===== config.mk =====
export PLATFORM = sky130hd
export DESIGN_NAME = riscv_snoop_responder
export DESIGN_NICKNAME = d
export VERILOG_FILES = /design/src/rtl/riscv_snoop_responder.sv
export SDC_FILE = /design/constraint.sdc
export NUM_CORES = 1
export LEC_CHECK = 0
export BUFFER_PORTS_ARGS = -buffer_cell sky130_fd_sc_hd__buf_2
export CAP_MARGIN = 15
export CORE_MARGIN = 2
export CORE_UTILIZATION = 45
export CTS_CLUSTER_SIZE = 30
export DETAILED_ROUTE_END_ITERATION = 16
export PLACE_DENSITY = 0.86
export REMOVE_ABC_BUFFERS = 1
export SETUP_SLACK_MARGIN = 0.4
export SYNTH_ARGS = -nofsm -noshare
export SYNTH_HDL_FRONTEND = slang
export SYNTH_SLANG_ARGS = --single-unit
export TNS_END_PERCENT = 30

===== constraint.sdc =====
create_clock -name clk_i -period 4.38 [get_ports clk_i]
set_input_delay 0 -clock clk_i [delete_from_list [all_inputs] [get_ports clk_i]]
set_output_delay 0 -clock clk_i [all_outputs]
set_load 0.01 [all_outputs]

===== src/rtl/riscv_snoop_responder.sv =====
// riscv_snoop_responder: L1 coherency snoop responder (array lookup, MESI downgrade, response, dirty line stream).
// Build option SNOOP_RESP_STATS_EN adds saturating snoop hit/miss counters.
module riscv_snoop_responder #(
  parameter int ADDR_WIDTH  = 32,
  parameter int INDEX_BITS  = 6,
  parameter int OFFSET_BITS = 5,
  parameter int LINE_WORDS  = 8,
  parameter int WAYS        = 2
) (
  input  logic                                          clk_i,
  input  logic                                          rst_i,
  input  logic                                          snoop_valid_i,
  output logic                                          snoop_ready_o,
  input  logic [1:0]                                    snoop_op_i,
  input  logic [ADDR_WIDTH-1:0]                         snoop_addr_i,
  output logic                                          lkp_req_o,
  input  logic                                          lkp_gnt_i,
  output logic [INDEX_BITS-1:0]                         lkp_index_o,
  output logic [ADDR_WIDTH-INDEX_BITS-OFFSET_BITS-1:0]  lkp_tag_o,
  input  logic                                          lkp_hit_i,
  input  logic [((WAYS > 1) ? $clog2(WAYS) : 1)-1:0]    lkp_way_i,
  input  logic [1:0]                                    lkp_state_i,
  output logic                                          st_we_o,
  output logic [INDEX_BITS-1:0]                         st_index_o,
  output logic [((WAYS > 1) ? $clog2(WAYS) : 1)-1:0]    st_way_o,
  output logic [1:0]                                    st_state_o,
  output logic                                          dat_req_o,
  output logic [$clog2(LINE_WORDS)-1:0]                 dat_word_o,
  input  logic [31:0]                                   dat_rdata_i,
  output logic                                          rsp_valid_o,
  input  logic                                          rsp_ready_i,
  output logic                                          rsp_hit_o,
  output logic                                          rsp_dirty_o,
  output logic                                          wb_valid_o,
  input  logic                                          wb_ready_i,
  output logic [31:0]                                   wb_data_o,
`ifdef SNOOP_RESP_STATS_EN
  output logic [31:0]                                   stat_snoop_hits_o,
  output logic [31:0]                                   stat_snoop_misses_o,
`endif
  output logic                                          wb_last_o
);

  localparam int WW    = (WAYS > 1) ? $clog2(WAYS) : 1;
  localparam int TAG_W = ADDR_WIDTH - INDEX_BITS - OFFSET_BITS;
  localparam int WI    = $clog2(LINE_WORDS);

  typedef enum logic [1:0] {
    SNOOP_NONE       = 2'd0,
    SNOOP_READ       = 2'd1,
    SNOOP_WRITE      = 2'd2,
    SNOOP_INVALIDATE = 2'd3
  } snoop_op_e;

  typedef enum logic [1:0] {
    ST_I = 2'd0,
    ST_S = 2'd1,
    ST_E = 2'd2,
    ST_M = 2'd3
  } cache_coherency_state_e;

  typedef enum logic [2:0] {
    IDLE,
    LOOKUP,
    RESOLVE,
    UPDATE,
    RSP,
    DATA_RD,
    DATA_OUT
  } state_e;

  state_e                 state_q, state_d;
  snoop_op_e              op_q;
  logic [INDEX_BITS-1:0]  index_q;
  logic [TAG_W-1:0]       tag_q;
  logic                   hit_q;
  logic                   dirty_q;
  logic [WW-1:0]          way_q;
  cache_coherency_state_e new_state_q;
  logic [WI-1:0]          word_q;
  logic [31:0]            data_q;
  logic                   rd_pend_q;

  cache_coherency_state_e cur_state;
  cache_coherency_state_e res_next;
  logic                   res_present;
  logic                   res_change;
  logic                   last_word;

  logic unused_addr_bits;
  assign unused_addr_bits = ^snoop_addr_i[OFFSET_BITS-1:0];

  // Snooping never grants ownership: reads demote to S, everything else invalidates.
  function automatic cache_coherency_state_e mesi_next(snoop_op_e op,
                                                      cache_coherency_state_e s);
    if (s == ST_I)           return ST_I;
    else if (op == SNOOP_READ) return ST_S;
    else                     return ST_I;
  endfunction

  always_comb begin
    cur_state   = cache_coherency_state_e'(lkp_state_i);
    res_present = lkp_hit_i && (cur_state != ST_I);
    res_next    = mesi_next(op_q, cur_state);
    res_change  = res_present && (res_next != cur_state);
    last_word   = (word_q == WI'(LINE_WORDS - 1));
  end

  always_ff @(posedge clk_i) begin
    if (rst_i) begin
      state_q     <= IDLE;
      op_q        <= SNOOP_NONE;
      index_q     <= '0;
      tag_q       <= '0;
      hit_q       <= 1'b0;
      dirty_q     <= 1'b0;
      way_q       <= '0;
      new_state_q <= ST_I;
      word_q      <= '0;
      data_q      <= '0;
      rd_pend_q   <= 1'b0;
    end else begin
      state_q <= state_d;
      unique case (state_q)
        IDLE: begin
          if (snoop_valid_i) begin
            op_q    <= snoop_op_e'(snoop_op_i);
            index_q <= snoop_addr_i[OFFSET_BITS +: INDEX_BITS];
            tag_q   <= snoop_addr_i[ADDR_WIDTH-1 -: TAG_W];
            hit_q   <= 1'b0;
            dirty_q <= 1'b0;
          end
        end
        RESOLVE: begin
          hit_q       <= res_present;
          dirty_q     <= res_present && (cur_state == ST_M);
          way_q       <= lkp_way_i;
          new_state_q <= res_next;
        end
        RSP: begin
          if (rsp_ready_i) word_q <= '0;
        end
        DATA_RD: begin
          rd_pend_q <= 1'b1;
        end
        DATA_OUT: begin
          // Read data arrives only in the first DATA_OUT cycle; hold it for backpressure.
          if (rd_pend_q) begin
            data_q    <= dat_rdata_i;
            rd_pend_q <= 1'b0;
          end
          if (wb_ready_i && !last_word) word_q <= word_q + WI'(1);
        end
        default: ;
      endcase
    end
  end

  always_comb begin
    state_d       = state_q;
    snoop_ready_o = 1'b0;
    lkp_req_o     = 1'b0;
    lkp_index_o   = '0;
    lkp_tag_o     = '0;
    st_we_o       = 1'b0;
    st_index_o    = '0;
    st_way_o      = '0;
    st_state_o    = '0;
    dat_req_o     = 1'b0;
    dat_word_o    = '0;
    rsp_valid_o   = 1'b0;
    rsp_hit_o     = 1'b0;
    rsp_dirty_o   = 1'b0;
    wb_valid_o    = 1'b0;
    wb_data_o     = '0;
    wb_last_o     = 1'b0;
    if (!rst_i) begin
      unique case (state_q)
        IDLE: begin
          snoop_ready_o = 1'b1;
          if (snoop_valid_i)
            state_d = (snoop_op_e'(snoop_op_i) == SNOOP_NONE) ? RSP : LOOKUP;
        end
        LOOKUP: begin
          lkp_req_o   = 1'b1;
          lkp_index_o = index_q;
          lkp_tag_o   = tag_q;
          if (lkp_gnt_i) state_d = RESOLVE;
        end
        RESOLVE: begin
          state_d = res_change ? UPDATE : RSP;
        end
        UPDATE: begin
          st_we_o    = 1'b1;
          st_index_o = index_q;
          st_way_o   = way_q;
          st_state_o = new_state_q;
          state_d    = RSP;
        end
        RSP: begin
          rsp_valid_o = 1'b1;
          rsp_hit_o   = hit_q;
          rsp_dirty_o = dirty_q;
          if (rsp_ready_i) state_d = dirty_q ? DATA_RD : IDLE;
        end
        DATA_RD: begin
          dat_req_o  = 1'b1;
          dat_word_o = word_q;
          state_d    = DATA_OUT;
        end
        DATA_OUT: begin
          wb_valid_o = 1'b1;
          wb_data_o  = rd_pend_q ? dat_rdata_i : data_q;
          wb_last_o  = last_word;
          if (wb_ready_i) state_d = last_word ? IDLE : DATA_RD;
        end
        default: state_d = IDLE;
      endcase
    end
  end

`ifdef SNOOP_RESP_STATS_EN
  logic [31:0] hits_q, misses_q;
  logic        rsp_done;

  assign rsp_done = (state_q == RSP) && rsp_ready_i && (op_q != SNOOP_NONE);

  always_ff @(posedge clk_i) begin
    if (rst_i) begin
      hits_q   <= '0;
      misses_q <= '0;
    end else if (rsp_done) begin
      if (hit_q) begin
        if (hits_q != '1) hits_q <= hits_q + 32'd1;
      end else begin
        if (misses_q != '1) misses_q <= misses_q + 32'd1;
      end
    end
  end

  assign stat_snoop_hits_o   = hits_q;
  assign stat_snoop_misses_o = misses_q;
`endif

endmodule


==> results of run 1 <==
cells in the mapped netlist (3+ instances only):
cell and count:
nand2_1 130, dfxtp_1 72, a21oi_1 67, nor2_1 43
and2_1 40, mux2i_1 36, clkbuf_1 21, buf_2 11
and3_1 7, nand3_1 5, buf_4 3, nand2b_1 3
nor3_1 3
final timing paths:
| check | to | cells past startpoint |
|---|---|---|
| max | wb_data_o[6] | 5 |
| min | new_state_q[0]$_SDFFE_PP0P_ | 5 |
| max reg2reg | data_q[20]$_SDFFE_PP0N_ | 4 |
| min reg2reg | data_q[27]$_SDFFE_PP0N_ | 2 |
layer usage:
metal	track usage (%)	vias to the layer above	routed length, µm
met1	31.2	1859	4580
met3	7.40	29	1020
met2	46.6	224	5640
met5	0	-	0
li1	-	1934	-
met4	8.58	0	254
cells in the final DEF (no fill, tap or decap), drive strengths merged, types with 3 or more instances in the layout:
master,netlist,routed
nand2,130,130
o21ai,3,3
dlygate4sd3,0,65
nand2b,3,3
buf,16,153
and3,7,7
nor3,4,4
a21oi,67,67
nor2,43,43
clkbuf,22,10
dfxtp,72,72
nand3,5,5
mux2i,36,36
clkinv,0,3
and2,40,40
worst max-delay path, cell delays in order, from the launching register on:
cell     delay [ns]
dfxtp_1        0.63
nor2b_1        0.50
nand3_1        0.65
buf_8          0.39
nor2_1         0.14
buf_2          0.15
state kept, by name, indices dropped and copies added, names as in the netlist:
signal / count
data_q: 32
dirty_q: 1
hit_q: 1
index_q: 6
new_state_q: 1
op_q: 2
rd_pend_q: 1
state_q: 3
tag_q: 21
way_q: 1
word_q: 3
cells by family after synthesis:
logic type | after synthesis
other | 1
multiplexers | 36
flip-flops | 72
AO/OA/AOI/OAI | 78
adder cells (fa/ha/maj) | 2
buffers and inverters | 40
AND/OR/NAND/NOR | 244
power by group:
part | switching [mW] | internal, mW
logic | 0.150 | 0.128
registers | 0.0444 | 0.692
clock network | 0.242 | 0.333
total | 0.436 | 1.15
through the flow:
stage	util, %	hold WS [ns]	power (mW)	instances	worst slack (ns)
after floorplan	-	0.0466	0.860	435	1.69
after global placement	55.6	0.239	0.951	687	1.77
after detailed placement	55.6	0.247	0.963	687	1.68
after CTS	67.0	0.119	1.58	768	1.31
after global routing	67.7	0.158	1.67	771	1.31
final	67.7	0.132	1.59	771	1.57
layout make-up:
| class | instances | area, µm² | area share [%] |
|---|---|---|---|
| clock buffers | 10 | 138 | 2.66 |
| well taps | 102 | 128 | 2.47 |
| clock inverters | 6 | 82.6 | 1.60 |
| flip-flops and latches | 72 | 1440 | 27.9 |
| inverters | 2 | 7.51 | 0.145 |
| repair buffers | 218 | 1460 | 28.2 |
| multi-input cells | 361 | 1920 | 37.1 |
==> run_results.csv, run 1 <==
group,metric,value,unit
pwr,power_density,307,mW/mm²
timing,final_hold_viol_count,0,
synthesis,syn_inst,473,
timing,post-route-period-util,64.3,%
final_layout,num_antenna_cells,0,
worst_setup_path,rr_startpoint,"state_q[2]$_SDFFE_PP0P_",
synthesis,synth.area.mux_share,10.2,%
final_layout,nets,742,
detailed_routing,drc_errors,0,
pwr,p_leak,2.22,nW
timing,fin_skew,0.00843,ns
die,core,0.00765,mm²
synthesis,yosys_warnings,0,
placed_design,dpl-instance-area,0.00425,mm²
cts,post_cts_resized,0,
cts,cts-root-buf,"clkbuf_8",
synthesis,yosysUniqueCellTypes,37,
timing,worst_pin_slew,1.12,ns
global_route,grt_max_degree,40,
synthesis,synth-async-reset-ratio,0,%
worst_setup_path,critical_path_class,"flop to output pin",
timing,setup_tns,0,ns
cts,cts_tree,"done",
detailed_routing,vias,4046,
die,fp.dieH,92.5,µm
global_route,globalRouteOverflowTotal,0,
timing,slew_headroom,25.6,%
worst_setup_path,cp-end-kind,"output pin",
worst_setup_path,reg2reg_slack,1.87,ns
synthesis,synth-compound-area-share,11.7,%
timing,fmax,0.355,GHz
synthesis,synth_ff_type,"dfxtp_1",
detailed_routing,firstDrtPassIters,5,
detailed_routing,viasPerCell,5.25,
synthesis,synth-edff-count,0,
min_path,hold_path_class,"input pin to flop",
worst_setup_path,critical_path.startpoint,"state_q[2]$_SDFFE_PP0P_",
synthesis,synth_top_family_by_area,"simple AND/OR/NAND/NOR gates",
cts,cts_made_buffers,9,
global_route,grt_pass1_wl,18300,µm
worst_setup_path,critPathMaxFanout,18,
die,start_util,46.1,%
min_path,hold_start,"lkp_state_i[0]",
cts,hold_buffers,65,
final_layout,fillers,566,
cts,cts.sinks,72,
placed_design,portBuffers,149,
synthesis,synth_area_leader_cell,"dfxtp_1",
pwr,ir_drop,0.000200,V
final_layout,final_cell_area,0.00517,mm²
die,rows,32,
timing,rsz0062_at_grt,"no",
cts,clk_pin_slew,0.08,ns
die,die_area,0.00856,mm²
global_route,grt_pass1_vias,3912,
synthesis,synth_top_area_share,40.9,%
detailed_routing,routedWlPerCell,14.9,µm
synthesis,ys_seq_area_share,40.9,%
detailed_routing,wirelength,11500,µm
synthesis,synth_area_leaders,"dfxtp_1 (41%), nand2_1 (14%), mux2i_1 (10%), a21oi_1 (9.5%), and2_1 (7.1%)",
placed_design,hpwl,6460,µm
timing,slew_viol_final,0,
synthesis,synth-xor-area-share,0,%
synthesis,ys_ff_latch,72,
worst_setup_path,start_kind,"flop",
timing,min_period,2.81,ns
synthesis,synth-simple-area-share,31.4,%
global_route,antenna_found_initial,0,
timing,setup_violations,0,
worst_setup_path,worstPathRequired,4.38,ns
cts,clk_path_buf_depth,2,
cts,post-cts-setup-buffers,0,
cts,cts_max_level,3,
synthesis,synth_fa_ha_area_share,0.709,%
global_route,track_usage,26.5,%
flow_run,cap_violations,0,
synthesis,avgSynthCellArea,7.46,µm²
detailed_routing,ant_nets,0,
outcome,status,"complete, no violations",
die,fp.dieW,92.5,µm
die,ios,156,
synthesis,syn_area,0.00353,mm²
cts,worstSkewPairLatency,0.33,ns
worst_setup_path,cp_data_arrival_time,2.81,ns
placed_design,gp_congestion,0.821,
final_layout,syn2layout_area_growth,46.7,%
final_layout,drive_gt1_share,25.9,%
detailed_routing,drt-initial-drc-count,197,
(Power assumes the default switching activity.)
==> inputs of run 2 (changes only) <==
==> constraint.sdc (replaced) <==
create_clock -name clk_i -period 2.6 [get_ports clk_i]
set_input_delay 0 -clock clk_i [delete_from_list [all_inputs] [get_ports clk_i]]
set_output_delay 0 -clock clk_i [all_outputs]
set_load 0.01 [all_outputs]
==> run 2 against run 1 <==
  * Non-clock buffer count rose by 7
  * Sequential share of layout area decreased by 0.60 points
  * Largest power group is now the clock network
  * Power rose by 89%
  * Sequential power up 67%
  * Via count rose by 0.52%
  * Final area up 2.4%
  * Clock skew up 0.00064 ns
  * Register-to-register slack worse by 1.3 ns
  * Global-route usage is 0.12 points lower
==> run_results.csv, run 2 (synthesis gave the netlist of run 1 again) <==
group,metric,value,unit
global_route,grt_pass1_vias,3914,
final_layout,register_area,0.00145,mm²
pwr,seq_power_share,40.9,%
outcome,status,"complete, no violations",
detailed_routing,ant_nets,0,
timing,whs,0.0659,ns
pwr,ir_drop,0.000347,V
detailed_routing,routedWlPerCell,14.5,µm
final_layout,drive_gt1_share,27.1,%
detailed_routing,wirelength,11300,µm
worst_setup_path,worstPathRequired,2.87,ns
timing,worst_slack,0.592,ns
final_layout,largest-register,"data_q",
pwr,clkPwrFrac,42.9,%
final_layout,largest_register_ffs,32,
final_layout,num_antenna_cells,0,
final_layout,final_common_cell,"buf_2",
cts,worstSkewPairLatency,0.33,ns
timing,fmax,0.498,GHz
global_route,globalRouteOverflowTotal,0,
detailed_routing,drt-initial-drc-count,162,
die,die_area,0.00856,mm²
global_route,grt_max_degree,39,
pwr,p_int,2.27,mW
worst_setup_path,critPathMaxFanout,15,
timing,final_hold_viol_count,0,
pwr,switchingPower,0.728,mW
cts,cts-root-buf,"clkbuf_8",
final_layout,multi_input_area,0.00193,mm²
die,ios,156,
global_route,track_usage,26.4,%
timing,min_period,2.01,ns
final_layout,layout.cells.most_common_list,"buf_2 (149), nand2_1 (130), dfxtp_1 (69)",
placed_design,gp_congestion,0.833,
timing,worst_pin_slew,0.557,ns
worst_setup_path,cp_cell_sequence,"buf_4 -> nor3b_1 -> nand4_1 -> dlygate4sd3_1 -> a21oi_1",
final_layout,syn2layout_area_growth,50.2,%
die,start_util,46.1,%
timing,slew_viol_final,0,
cts,cts_tree,"done",
global_route,antenna_found_initial,0,
worst_setup_path,start_kind,"flop",
timing,rsz0062_at_grt,"no",
pwr,fin_total_pwr,3.00,mW
placed_design,dp_slack,0.562,ns
worst_setup_path,worst-path-buf-inv,2,
cts,clk_pin_slew,0.08,ns
min_path,hold_path_class,"input pin to flop",
placed_design,hpwl,6520,µm
detailed_routing,firstDrtPassIters,5,
timing,slew_headroom,62.9,%
detailed_routing,viasPerCell,5.23,
timing,setup_violations,0,
final_layout,reg_top3,"data_q: 32 flops, tag_q: 21 flops, index_q: 6 flops",
worst_setup_path,cp_data_arrival_time,2.28,ns
die,rows,32,
pwr,power_density,567,mW/mm²
cts,cts.sinks,72,
worst_setup_path,cp-end-kind,"flop",
cts,cts_made_buffers,9,
worst_setup_path,reg2reg_slack,0.59,ns
final_layout,nets,749,
die,fp.dieW,92.5,µm
pwr,switching_share,24.2,%
die,fp.dieH,92.5,µm
die,core,0.00765,mm²
timing,fin_skew,0.00908,ns
global_route,grt_pass1_wl,18200,µm
detailed_routing,drc_errors,0,
cts,cts_max_level,3,
final_layout,fillers,530,
flow_run,cap_violations,0,
worst_setup_path,crit_slowest_cell,"dlygate4sd3_1",
pwr,pwr-share-comb,16.2,%
placed_design,portBuffers,149,
worst_setup_path,critical_path_class,"flop to flop",
pwr,p_leak,2.28,nW
worst_setup_path,max_stage_delay,0.58,ns
timing,post-route-period-util,77.2,%
cts,clk_path_buf_depth,2,
worst_setup_path,cpLargestDelayFamily,"buffers and inverters",
detailed_routing,vias,4067,
-- run 2: cell count changes in the layout (fill, tap and decap cells not counted), sizes merged --
cell,before,now
clkinv,3,0
buf,153,158
bufinv,2,5
clkbuf,10,11
clkinvlp,1,0
dlygate4sd3,65,67
-- run 2: what timing repair did --
item	CTS	global route
pin swaps	0	0
buffers inserted	0	0
hold buffers	67	0
endpoints found under the hold margin	66	0
endpoints found under the setup margin	1	64
resized for setup	1	5
-- run 2: final timing paths --
kind                                               from                     to  depth (start not counted)
worst max register to register  state_q[1]$_SDFFE_PP0P_   dirty_q$_SDFFE_PP0P_                          5
worst min register to register    tag_q[1]$_SDFFE_PP0P_  tag_q[1]$_SDFFE_PP0P_                          2
worst min-delay path                      snoop_valid_i   dirty_q$_SDFFE_PP0P_                          4
worst max-delay path            state_q[1]$_SDFFE_PP0P_   dirty_q$_SDFFE_PP0P_                          5
-- run 2: layout make-up --
class / count / share of cell area [%]
Multi-Input combinational cell: 361 / 36.4
Timing Repair Buffer: 225 / 28.1
Sequential cell: 72 / 27.3
Clock buffer: 11 / 2.86
Clock inverter: 5 / 2.83
Tap cell: 102 / 2.41
Inverter: 2 / 0.142
-- run 2: power by group through the flow --
stage	sequential, mW	combinational (mW)	clock, mW
2_1_floorplan	1.24	0.214	0
3_3_place_gp	1.24	0.371	0
3_5_place_dp	1.25	0.387	0
4_1_cts	1.22	0.465	1.31
5_1_grt	1.24	0.529	1.36
6_report	1.23	0.486	1.29
-- run 2: stage by stage --
stage	utilization, %	std cells	setup TNS, ns	instance area [µm²]
3_5_place_dp	56.3	695	0	4310
4_1_cts	69.1	778	0	5280
3_3_place_gp	56.3	695	0	4310
6_report	69.3	778	0	5300
5_1_grt	69.3	778	0	5300
2_1_floorplan	-	435	-2.98	3360
-- run 2: layer usage --
layer	vias up	share of wire (%)	global-route usage [%]
li1	1940	-	-
met1	1872	40	30.5
met2	225	48	45.8
met3	30	9.2	7.08
met4	0	2.7	11.4
met5	-	0	0
-- run 2: worst register-to-register path: cells and delay by family, from the launching register on --
family | cells | cell delay (ns)
simple gates | 2 | 0.52
flops | 1 | 0.50
compound gates | 1 | 0.12
buf+inv | 2 | 0.80
==> inputs of run 3 (changes only) <==
--- a/config.mk
+++ b/config.mk
@@ -5,13 +5,14 @@
 export SDC_FILE = /design/constraint.sdc
 export NUM_CORES = 1
 export LEC_CHECK = 0
+export ABC_AREA = 1
 export BUFFER_PORTS_ARGS = -buffer_cell sky130_fd_sc_hd__buf_2
 export CAP_MARGIN = 15
 export CORE_MARGIN = 2
 export CORE_UTILIZATION = 45
 export CTS_CLUSTER_SIZE = 30
 export DETAILED_ROUTE_END_ITERATION = 16
-export PLACE_DENSITY = 0.86
+export PLACE_DENSITY = 0.87
 export REMOVE_ABC_BUFFERS = 1
 export SETUP_SLACK_MARGIN = 0.4
 export SYNTH_ARGS = -nofsm -noshare
==> constraint.sdc (replaced) <==
create_clock -name clk_i -period 2 [get_ports clk_i]
set_input_delay 0 -clock clk_i [delete_from_list [all_inputs] [get_ports clk_i]]
set_output_delay 0 -clock clk_i [all_outputs]
set_load 0.01 [all_outputs]
==> run 3 against run 2 <==
  * Clock skew rose by 0.0017 ns
  * Sequential share of layout area decreased by 0.10 points
  * Wire length grew 5.8%
  * Critical path depth up 2
  * Sequential power up 35%
  * Count of clock-buffer cells in the layout down 1
  * Worst hold slack worse by 0.024 ns
  * Non-clock buffer count rose by 8
  * First-iteration DRC count is 36% higher
  * Largest power group is now sequential cells
  * Highest routed layer unchanged
==> run_results.csv, run 3 <==
group,metric,value,unit
synthesis,syn_area,0.00336,mm²
detailed_routing,firstDrtPassIters,5,
min_path,whs_endpoint,"data_q[28]$_SDFFE_PP0N_",
worst_setup_path,critical_path_class,"flop to output pin",
timing,fmax,0.617,GHz
cts,cts.sinks,72,
pwr,power_density,751,mW/mm²
detailed_routing,drc_errors,0,
global_route,grt_pass1_wl,17200,µm
final_layout,final_common_cell,"buf_2",
final_layout,num_antenna_cells,0,
worst_setup_path,cp-end-kind,"output pin",
pwr,p_leak,2.51,nW
die,rows,31,
global_route,track_usage,25.5,%
synthesis,synth_area_leader_cell,"dfxtp_1",
synthesis,synth_ff_type,"dfxtp_1",
placed_design,portBuffers,149,
synthesis,ys_ff_latch,72,
worst_setup_path,worstPathRequired,2.00,ns
detailed_routing,viasPerCell,5.12,
die,core,0.00725,mm²
synthesis,synth_area_leaders,"dfxtp_1 (43%), nor2_1 (14%), a21oi_1 (10%), inv_1 (9.1%), o22ai_1 (6.0%)",
timing,fin_skew,0.0108,ns
timing,rsz0062_at_grt,"yes",
global_route,antenna_found_initial,0,
final_layout,layout.cells.most_common_list,"buf_2 (149), nor2_1 (102), inv_1 (80)",
pwr,switchingPower,1.17,mW
min_path,hold_start,"dat_rdata_i[28]",
synthesis,avgSynthCellArea,6.75,µm²
worst_setup_path,cp_data_arrival_time,1.62,ns
timing,final_hold_viol_count,0,
outcome,status,"complete, no violations",
placed_design,hpwl,5710,µm
cts,clk_path_buf_depth,2,
synthesis,synth-async-reset-ratio,0,%
final_layout,largest_register_ffs,32,
die,fp.dieH,90.4,µm
cts,cts-root-buf,"clkbuf_8",
detailed_routing,vias,4175,
worst_setup_path,ff2ff_path_depth,8,
detailed_routing,ant_nets,0,
global_route,grt_max_degree,60,
timing,setup_violations,0,
final_layout,syn2layout_area_growth,59.4,%
die,start_util,46.3,%
die,ios,156,
flow_run,cap_violations,0,
cts,cts_max_level,3,
pwr,clkPwrFrac,34.5,%
synthesis,yosysMostFrequentCell,"nor2_1",
cts,worstSkewPairLatency,0.34,ns
global_route,globalRouteOverflowTotal,0,
final_layout,drive_gt1_share,31.1,%
final_layout,final_util,73.7,%
pwr,p_int,2.85,mW
global_route,grt_pass1_vias,3869,
synthesis,yosysUniqueCellTypes,24,
detailed_routing,drt-initial-drc-count,220,
min_path,min_path_cells,3,
synthesis,synth_common_cells,"nor2_1 (121), inv_1 (81), dfxtp_1 (72)",
pwr,seq_power_share,41.4,%
synthesis,ys_seq_area_share,43.0,%
timing,slew_headroom,65.8,%
die,die_area,0.00816,mm²
cts,clk_pin_slew,0.08,ns
timing,min_period,1.62,ns
worst_setup_path,critPathMaxFanout,13,
min_path,hold_path_class,"input pin to flop",
worst_setup_path,rr_startpoint,"state_q[0]$_SDFFE_PP0P_",
pwr,switching_share,29.2,%
placed_design,gp_congestion,0.837,
synthesis,synth_top_area_share,43.0,%
timing,worst_pin_slew,0.512,ns
worst_setup_path,reg2reg_slack,0.43,ns
timing,slew_viol_final,0,
timing,setup_tns,0,ns
pwr,pwr-share-comb,24.1,%
synthesis,yosys_warnings,0,
detailed_routing,wirelength,12000,µm
synthesis,syn_inst,497,
cts,cts_made_buffers,9,
worst_setup_path,start_kind,"flop",
die,fp.dieW,90.4,µm
final_layout,reg_top3,"data_q: 32 flops, tag_q: 21 flops, index_q: 6 flops",
final_layout,nets,791,
final_layout,fillers,510,
detailed_routing,routedWlPerCell,14.6,µm
pwr,ir_drop,0.000661,V
final_layout,largest-register,"data_q",
worst_setup_path,timing.rr.end,"data_q[22]$_SDFFE_PP0N_",
cts,cts_tree,"done",
synthesis,synth-edff-count,0,
timing,post-route-period-util,81.0,%
-- run 3: changes by cell type after synthesis, sizes merged, moves of 4 or more --
cell,delta
and3,-6
mux2i,-36
inv,+84
nand3,+7
o22ai,+32
nand2,-99
and2,-40
nor2,+81
o21ai,+31
buf,+4
clkbuf,-12
-- run 3: critical path, stage by stage, from the launching register on --
cell	delay [ns]
dfxtp_4	0.38
inv_4	0.06
nand3_4	0.07
nor2_4	0.13
clkinv_4	0.12
clkbuf_16	0.20
nor2_1	0.14
buf_2	0.18
-- run 3: logic make-up after synthesis --
| kind of cell | count (synthesis) | share of synthesized area, % |
|---|---|---|
| other | 1 | 0.112 |
| buffers and inverters | 116 | 14.2 |
| DFF | 72 | 43.0 |
| and+or+nand+nor | 171 | 20.5 |
| AOI/OAI and AO/OA | 135 | 21.4 |
| adders and majority gates | 2 | 0.746 |
-- run 3: how the worst max path moves through the flow --
| stage | start | endpoint | slack [ns] |
|---|---|---|---|
| CTS | state_q[0]$_SDFFE_PP0P_ | lkp_tag_o[1] | 0.36 |
| finish | state_q[0]$_SDFFE_PP0P_ | wb_data_o[10] | 0.38 |
| global placement | state_q[0]$_SDFFE_PP0P_ | lkp_tag_o[1] | 0.62 |
| detailed placement | state_q[0]$_SDFFE_PP0P_ | lkp_tag_o[1] | 0.52 |
| floorplan | rd_pend_q$_SDFFE_PP0P_ | data_q[0]$_SDFFE_PP0N_ | 0.16 |
| global route | state_q[0]$_SDFFE_PP0P_ | wb_data_o[10] | 0.30 |
-- run 3: metrics by stage --
step	hold slack (ns)	area (µm²)	power [mW]	setup slack, ns	instances
after floorplan	0.0380	3200	2.14	0.158	467
after global routing	0.0422	5350	4.22	0.296	816
after global placement	0.275	4150	2.38	0.624	720
final	0.0415	5350	4.02	0.380	816
after detailed placement	0.285	4150	2.41	0.522	720
after CTS	0.0180	5130	3.93	0.359	803
-- run 3: power by group through the flow --
stage | combinational, mW | sequential [mW] | clock (mW)
final | 0.970 | 1.66 | 1.39
after detailed placement | 0.729 | 1.68 | 0
after global routing | 1.06 | 1.68 | 1.47
after floorplan | 0.464 | 1.68 | 0
after global placement | 0.701 | 1.68 | 0
after CTS | 0.864 | 1.66 | 1.41
-- run 3: per-layer routing --
layer / global-route usage (%) / share of wire (%)
met1: 28.2 / 38
met2: 45.4 / 50
met3: 5.18 / 7.2
met4: 14.5 / 4.2
met5: 0 / 0
-- run 3: repair_timing --
item | in CTS | in global routing
gates resized for setup | 10 | 31
cloned | 2 | 3
hold endpoints to repair | 64 | 0
pin swaps | 2 | 2
endpoints found under the setup margin | 54 | 63
hold buffers | 66 | 0
buffers inserted | 0 | 10
-- run 3: final cells by class --
type,count,area (µm²),share of cell area (%)
multi-input combinational,311,1540,28.8
clock inverter,5,105,1.96
inverter,86,330,6.18
clock buffer,10,138,2.57
sequential,72,1450,27.2
timing repair buffer,233,1660,30.9
tap,99,124,2.32
